**src/rtl/hazard_pkg.sv**
```systemverilog
// Shared types and defaults for the pipeline hazard control unit.
package hazard_pkg;

  typedef enum logic {
    RUN   = 1'b0,
    VWAIT = 1'b1
  } vmem_state_t;

  localparam int DEF_REG_ADDR_W = 4;
  localparam int DEF_VMEM_LAT   = 4;
  localparam int DEF_CNT_W      = 16;

endpackage

```
**src/rtl/hazard_control_unit_vmem_stall_fsm.sv**
```systemverilog
// Holds the M stage for VMEM_LAT cycles while a vector memory op is in flight.
module vmem_stall_fsm
  import hazard_pkg::*;
#(
  parameter int VMEM_LAT = DEF_VMEM_LAT
) (
  input  logic clk,
  input  logic rst,
  input  logic VecMemM,
  output logic vstall,
  output logic BusyVM
);

  localparam int CW = (VMEM_LAT > 2) ? $clog2(VMEM_LAT) : 1;

  if (VMEM_LAT < 2) begin : g_bad_lat
    $fatal(1, "vmem_stall_fsm: VMEM_LAT must be >= 2");
  end

  vmem_state_t   state;
  logic [CW-1:0] cnt;

  // State and remaining-wait counter; VecMemM is only looked at in RUN
  always_ff @(posedge clk) begin
    if (rst) begin
      state <= RUN;
      cnt   <= '0;
    end else begin
      case (state)
        RUN: begin
          if (VecMemM) begin
            state <= VWAIT;
            cnt   <= CW'(VMEM_LAT - 2);
          end else begin
            state <= RUN;
            cnt   <= cnt;
          end
        end
        VWAIT: begin
          if (cnt != '0) begin
            state <= VWAIT;
            cnt   <= cnt - CW'(1);
          end else begin
            state <= RUN;
            cnt   <= cnt;
          end
        end
        default: begin
          state <= RUN;
          cnt   <= '0;
        end
      endcase
    end
  end

  // Stall/busy decode, forced low while the pipeline is being purged
  always_comb begin
    vstall = 1'b0;
    BusyVM = 1'b0;
    if (rst) begin
      vstall = 1'b0;
      BusyVM = 1'b0;
    end else begin
      case (state)
        RUN: begin
          vstall = VecMemM;
          BusyVM = VecMemM;
        end
        VWAIT: begin
          vstall = (cnt != '0);
          BusyVM = 1'b1;
        end
        default: begin
          vstall = 1'b0;
          BusyVM = 1'b0;
        end
      endcase
    end
  end

endmodule

```
**src/rtl/hazard_control_unit.sv**
```systemverilog
// Pipeline stall/flush sequencer: branch flushes, load-use bubbles,
// vector-memory freezes and a saturating stall-cycle counter.
module hazard_control_unit
  import hazard_pkg::*;
#(
  parameter int REG_ADDR_W = DEF_REG_ADDR_W,
  parameter int VMEM_LAT   = DEF_VMEM_LAT,
  parameter int CNT_W      = DEF_CNT_W
) (
  input  logic                  clk,
  input  logic                  rst,
  input  logic                  BranchTakenE,
  input  logic                  MemtoRegE,
  input  logic                  RegWriteE,
  input  logic [REG_ADDR_W-1:0] WA3E,
  input  logic [REG_ADDR_W-1:0] RA1D,
  input  logic [REG_ADDR_W-1:0] RA2D,
  input  logic                  VecMemM,
  output logic                  StallF,
  output logic                  StallD,
  output logic                  StallE,
  output logic                  StallM,
  output logic                  FlushD,
  output logic                  FlushE,
  output logic                  BusyVM,
  output logic [CNT_W-1:0]      StallCycles
);

  logic vstall;
  logic ld_stall;

  vmem_stall_fsm #(
    .VMEM_LAT (VMEM_LAT)
  ) u_vmem_stall_fsm (
    .clk     (clk),
    .rst     (rst),
    .VecMemM (VecMemM),
    .vstall  (vstall),
    .BusyVM  (BusyVM)
  );

  assign ld_stall = MemtoRegE & RegWriteE & ((WA3E == RA1D) | (WA3E == RA2D));

  // Output priority: reset purge, then vector freeze, then branch over load-use
  always_comb begin
    StallF = 1'b0;
    StallD = 1'b0;
    StallE = 1'b0;
    StallM = 1'b0;
    FlushD = 1'b0;
    FlushE = 1'b0;
    if (rst) begin
      FlushD = 1'b1;
      FlushE = 1'b1;
    end else if (vstall) begin
      // E is frozen, so any pending branch or load-use is re-evaluated later
      StallF = 1'b1;
      StallD = 1'b1;
      StallE = 1'b1;
      StallM = 1'b1;
    end else begin
      StallF = ld_stall & ~BranchTakenE;
      StallD = ld_stall & ~BranchTakenE;
      FlushD = BranchTakenE;
      FlushE = BranchTakenE | ld_stall;
    end
  end

  // Saturating count of decode-stall cycles
  always_ff @(posedge clk) begin
    if (rst) begin
      StallCycles <= '0;
    end else if (StallD && (StallCycles != {CNT_W{1'b1}})) begin
      StallCycles <= StallCycles + CNT_W'(1);
    end else begin
      StallCycles <= StallCycles;
    end
  end

endmodule
```
**config.mk**
```make
export PLATFORM = sky130hd
export DESIGN_NAME = hazard_control_unit
export DESIGN_NICKNAME = d
export VERILOG_FILES = /design/src/rtl/hazard_pkg.sv /design/src/rtl/hazard_control_unit_vmem_stall_fsm.sv /design/src/rtl/hazard_control_unit.sv
export SDC_FILE = /design/constraint.sdc
export NUM_CORES = 1
export LEC_CHECK = 0
export ABC_AREA = 1
export CORE_MARGIN = 2
export CORE_UTILIZATION = 43
export CTS_BUF_LIST = sky130_fd_sc_hd__clkbuf_8 sky130_fd_sc_hd__clkbuf_16
export CTS_CLUSTER_DIAMETER = 30
export DETAILED_ROUTE_END_ITERATION = 10
export PLACE_DENSITY = 0.76
export SYNTH_ARGS = -nofsm -noshare
export SYNTH_HDL_FRONTEND = slang
export SYNTH_SLANG_ARGS = --single-unit
```
**constraint.sdc**
```tcl
create_clock -name clk -period 1.7 [get_ports clk]
set_input_delay 0.255 -clock clk [delete_from_list [all_inputs] [get_ports clk]]
set_output_delay 0.255 -clock clk [all_outputs]
set_load 0.02 [all_outputs]
```
Word level (Yosys, flattened, before mapping)
Index checks and enable logic that the tools add are counted.

cells by class
  add/sub/neg operators = 2
  equal/unequal tests = 5
  mux-type cells = 18
  bitwise logic cells = 7
  reductions and logical operators = 3

operators with widths
  kind                   number
  $add 16x1->16 const B  1
  $ne 16x16->1 const B   1
  $mux 1                 12
  $eq 4x4->1             2
  $pmux 1 s2             3
  $mux 2                 2
  $ne 2x2->1 const B     2
  $pmux 2 s2             1
  $and 1x1->1            3
  $not 1->1              2
  $or 1x1->1             2
  $reduce_and 2->1       1
  $reduce_bool 2->1      1
  $sub 2x1->2 const B    1
  $logic_and 1x1->1      1

storage, ports and cells
  bits in registers = 19
  input bits = 18
  output and inout bits = 23
  word-level logic and storage cells = 38

Longest topological paths before layout
  depth after elaboration = 7
  depth in mapped cells = 12
  depth with buffers taken out = 12

Hierarchy
A second synthesis with hierarchy kept.

second synthesis, totals
  cells, all modules = 225
  area total of the unflattened synthesis = 1437.6 um^2

modules (own cells, without submodules)
  module               instances  cells each  area an instance (um^2)  seq. area each (um^2)
  hazard_control_unit  1          198         1268.7                   320.3
  vmem_stall_fsm       1          27          168.9                    60.1

Worst setup path before layout
No wires, ideal clock.

  kind = register to output
  start = register u_vmem_stall_fsm.cnt[0]
  end = output StallF
  data arrival time = 1.955 ns
  data required time = 1.445 ns
  slack = -0.510 ns
  stages on the path, launching flop included = 11
  buffers on the path = 3
  cell sequence = dfxtp_1 inv_1 ha_1 nand2_1 o21ai_2 a21oi_2 buf_4 buf_4 inv_1 a21oi_1 buf_4

between the ends
  word-level cells in the longest chain between the ends = 5

RTL lines
  item                    line                                      text
  start, declared         hazard_control_unit_vmem_stall_fsm.sv:21  logic [CW-1:0] cnt;
  start signal, assigned  hazard_control_unit_vmem_stall_fsm.sv:33  cnt <= CW'(VMEM_LAT - 2);
  start signal, assigned  hazard_control_unit_vmem_stall_fsm.sv:36  cnt <= cnt;
  start signal, assigned  hazard_control_unit_vmem_stall_fsm.sv:42  cnt <= cnt - CW'(1);
  $reduce_bool 2->1       hazard_control_unit_vmem_stall_fsm.sv:70  vstall = (cnt != '0);
  $pmux 1 s2              hazard_control_unit_vmem_stall_fsm.sv:64  case (state)
  $mux 1                  hazard_control_unit_vmem_stall_fsm.sv:60  if (rst) begin
  $mux 1 (2 in series)    --
  end, declared           hazard_control_unit.sv:19                 output logic StallF,

Every way passes these cells.

Final worst setup path
  start = register u_vmem_stall_fsm.cnt[1]
  end = output StallD

between the ends
  word-level cells in the longest chain between the ends = 5

RTL lines
  item               line                                      text
  $reduce_bool 2->1  hazard_control_unit_vmem_stall_fsm.sv:70
  $pmux 1 s2         hazard_control_unit_vmem_stall_fsm.sv:64
  $mux 1             hazard_control_unit_vmem_stall_fsm.sv:60
  $mux 1             hazard_control_unit.sv:55                 end else if (vstall) begin
  $mux 1             hazard_control_unit.sv:52                 if (rst) begin
  end, declared      hazard_control_unit.sv:20                 output logic StallD,

Every way passes these cells.

==> flow_summary.toml <==
[timing]
hold_viol = 0
slew_viol_final = 0
setup_viol = 5
slew_headroom_pct = 80.5
fin_crit_ns = 1.75
fin_skew_ns = 0.00298
finalWorstSetupSlack_ns = -0.0524
hold-worst-slack_ns = 0.502
max_freq_mhz = 571
tightest_slew_ns = 0.290
period_share_pct = 103
rsz0062_at_grt = "true"

[clocking]
cts_buffers = 3
htree_levels = 1
clk_transition_reported_paths_ns = 0.07
clock-root-buffer = "clkbuf_8"
tritoncts = "built"
clock_latency_ns = 0.26
clockBufferDepth = 2
clock_sinks = 19

[pwr]
ir_worst_vdd_uv = 374
power_frac_seq_pct = 41.1
leakage_nw = 1.07
internal_power_mw = 0.792
switching_share_pct = 30.3
clockPowerShare_pct = 27.6
switchingPower_mw = 0.344
pwr_density_cell_nw_per_um2 = 506
pwr-share-comb_pct = 31.3

[global_routing]
track_usage_pct = 21.0
overflow = 0
grt_pass1_vias = 1520
grt_max_degree = 20
antenna_found_initial = 0
grt_pass1_wl_microns = 6810

[detailed_routing]
drt_wl_total_microns = 4010
wl_per_cell_microns = 11.9
drc = 0
first_iter_violations = 94
ant_nets = 0
vias = 1638
first_pass_iters = 4
routed_via_density = 4.88

[critical_path]
worstPathRequired_ns = 1.44
worstPathArrival_ns = 1.50
crit_buf_inv = 3
critPathTopFamily = "compound AO/OA/AOI/OAI gates"
critical_path.endpoint_type = "output port"
cp_common_cell = "a21oi_4"
startpoint_type = "register"
worstPathCellList = "inv_2 -> ha_4 -> nand2_4 -> o21ai_4 -> a21oi_4 -> clkinvlp_4 -> a21oi_4 -> buf_6"
path_class = "reg -> out"
crit_path_top_delay_cell = "dfxtp_2"
max_stage_delay_ns = 0.32
critPathMaxFanout = 3

[finish]
fillers = 302
finish.utilization_pct = 67.3
final_common_cell = "nand2_1"
fin_nets = 311
seq_area_sq_um = 384
layout-drive-gt1-share_pct = 25.2
antenna_cells = 0
final_cell_mix = "nand2_1 (67), inv_1 (32), nor2_1 (25), buf_4 (22), clkdlybuf4s50_1 (20)"
area_growth_pct = 51.5
multi_input_area_sq_um = 981

[placement]
gp_congestion = 0.861
place_hpwl_microns = 2870
portBuffers = 40

[synthesis]
async_flop_share_pct = 0
ys.flop_type = "dfxtp_1"
synth.distinct_cells = 30
synthCells = 229
syn_avg_cell_area_sq_um = 6.47
syn_area_sq_um = 1480
ys_seq_elements = 19
ys_seq_area_share_pct = 25.7
synth_nets = 249
yosysWarnings = 0
synth_edf_count = 0

[hold_path]
hp-class = "in -> reg"

[die]
die_x_microns = 62.7
boundaryPins = 41
die_h_microns = 62.7
core_area_sq_um = 3340
die_area_sq_um = 3930
core.rowCount = 21
initial_core_util_pct = 44.4

[status]
failed_checks = "setup timing"
status = "finished with violations"

[flow_run]
drv_cap = 0
-- routing by layer --
layer / track usage, % / vias to the layer above / share of wire (%)
met5: 0 / - / 0
met4: 4.44 / 0 / 0.85
met3: 3.78 / 4 / 5.0
met2: 34.7 / 43 / 47
met1: 28.6 / 744 / 47
li1: - / 847 / -
-- layout make-up --
| class | count | area share [%] |
|---|---|---|
| Inverter | 34 | 5.85 |
| Timing Repair Buffer | 65 | 28.8 |
| Clock buffer | 3 | 1.84 |
| Clock inverter | 1 | 0.167 |
| Sequential cell | 19 | 17.1 |
| Multi-Input combinational cell | 168 | 43.7 |
| Tap cell | 46 | 2.56 |
-- power by group through the flow --
stage               clock, mW  sequential [mW]  combinational [mW]
CTS                     0.323            0.467               0.339
detailed placement          0            0.478               0.326
global placement            0            0.478               0.318
global route            0.349            0.469               0.388
finish                  0.314            0.467               0.355
floorplan                   0            0.484               0.183
-- tightest hold or removal path: stages --
cell and delay (ns):
dlymetal6s2s_1 0.20, buf_4 0.19, a21oi_2 0.09
-- cell families (layout without fill, tap and decap cells) --
logic type / Yosys count / after routing / synth area share (%)
flops: 19 / 19 / 25.7
fa+ha+maj: 2 / 2 / 1.69
compound gates: 20 / 20 / 9.62
simple gates: 137 / 138 / 44.6
xor+xnor: 8 / 8 / 4.73
buf+inv: 43 / 103 / 13.7
-- registers in the layout, summed over array words and instances (netlist names) --
name / count
u_vmem_stall_fsm.state: 1
StallCycles: 16
u_vmem_stall_fsm.cnt: 2
-- timing repair --
action	in CTS	in global routing
gates cloned	1	0
setup endpoints to repair	22	24
resized for setup	34	21
hold buffers	0	0
setup buffers	0	2
pin swaps	2	8
-- final timing paths --
path | cells past startpoint | slack (ns) | endpoint | from
max | 8 | -0.05 | StallD | u_vmem_stall_fsm.cnt[1]$_SDFFE_PP0P_
min | 3 | 0.50 | StallCycles[15]$_SDFFE_PP0P_ | rst
max reg2reg | 11 | 0.05 | StallCycles[4]$_SDFFE_PP0P_ | u_vmem_stall_fsm.cnt[1]$_SDFFE_PP0P_
min reg2reg | 2 | 0.52 | StallCycles[15]$_SDFFE_PP0P_ | StallCycles[15]$_SDFFE_PP0P_
-- synth_stat cells (3+ instances only) --
library cell  instances  share of area, %
a21oi_2               9               5.3
xor2_1                3               1.8
nand3_1               9               3.0
nand2_1              69                17
a21oi_1               5               1.7
xnor2_1               5               3.0
o21ai_0               3               1.0
nor2_1               26               6.6
dfxtp_1              19                26
inv_1                34               8.6
buf_4                 4               2.0
nand2_2               8               3.4
nand4_1              15               6.3
-- through the flow --
step	instances	area (sq um)	worst slack, ns	power (mW)	TNS [ns]
2_1_floorplan	229	1540	-0.224	0.666	-0.295
3_3_place_gp	329	2100	-0.546	0.796	-7.25
4_1_cts	334	2170	-0.107	1.13	-0.416
3_5_place_dp	329	2100	-0.638	0.804	-8.26
5_1_grt	336	2250	-0.154	1.21	-1.65
6_report	336	2250	-0.0524	1.14	-0.184
(Power assumes the default switching activity.)
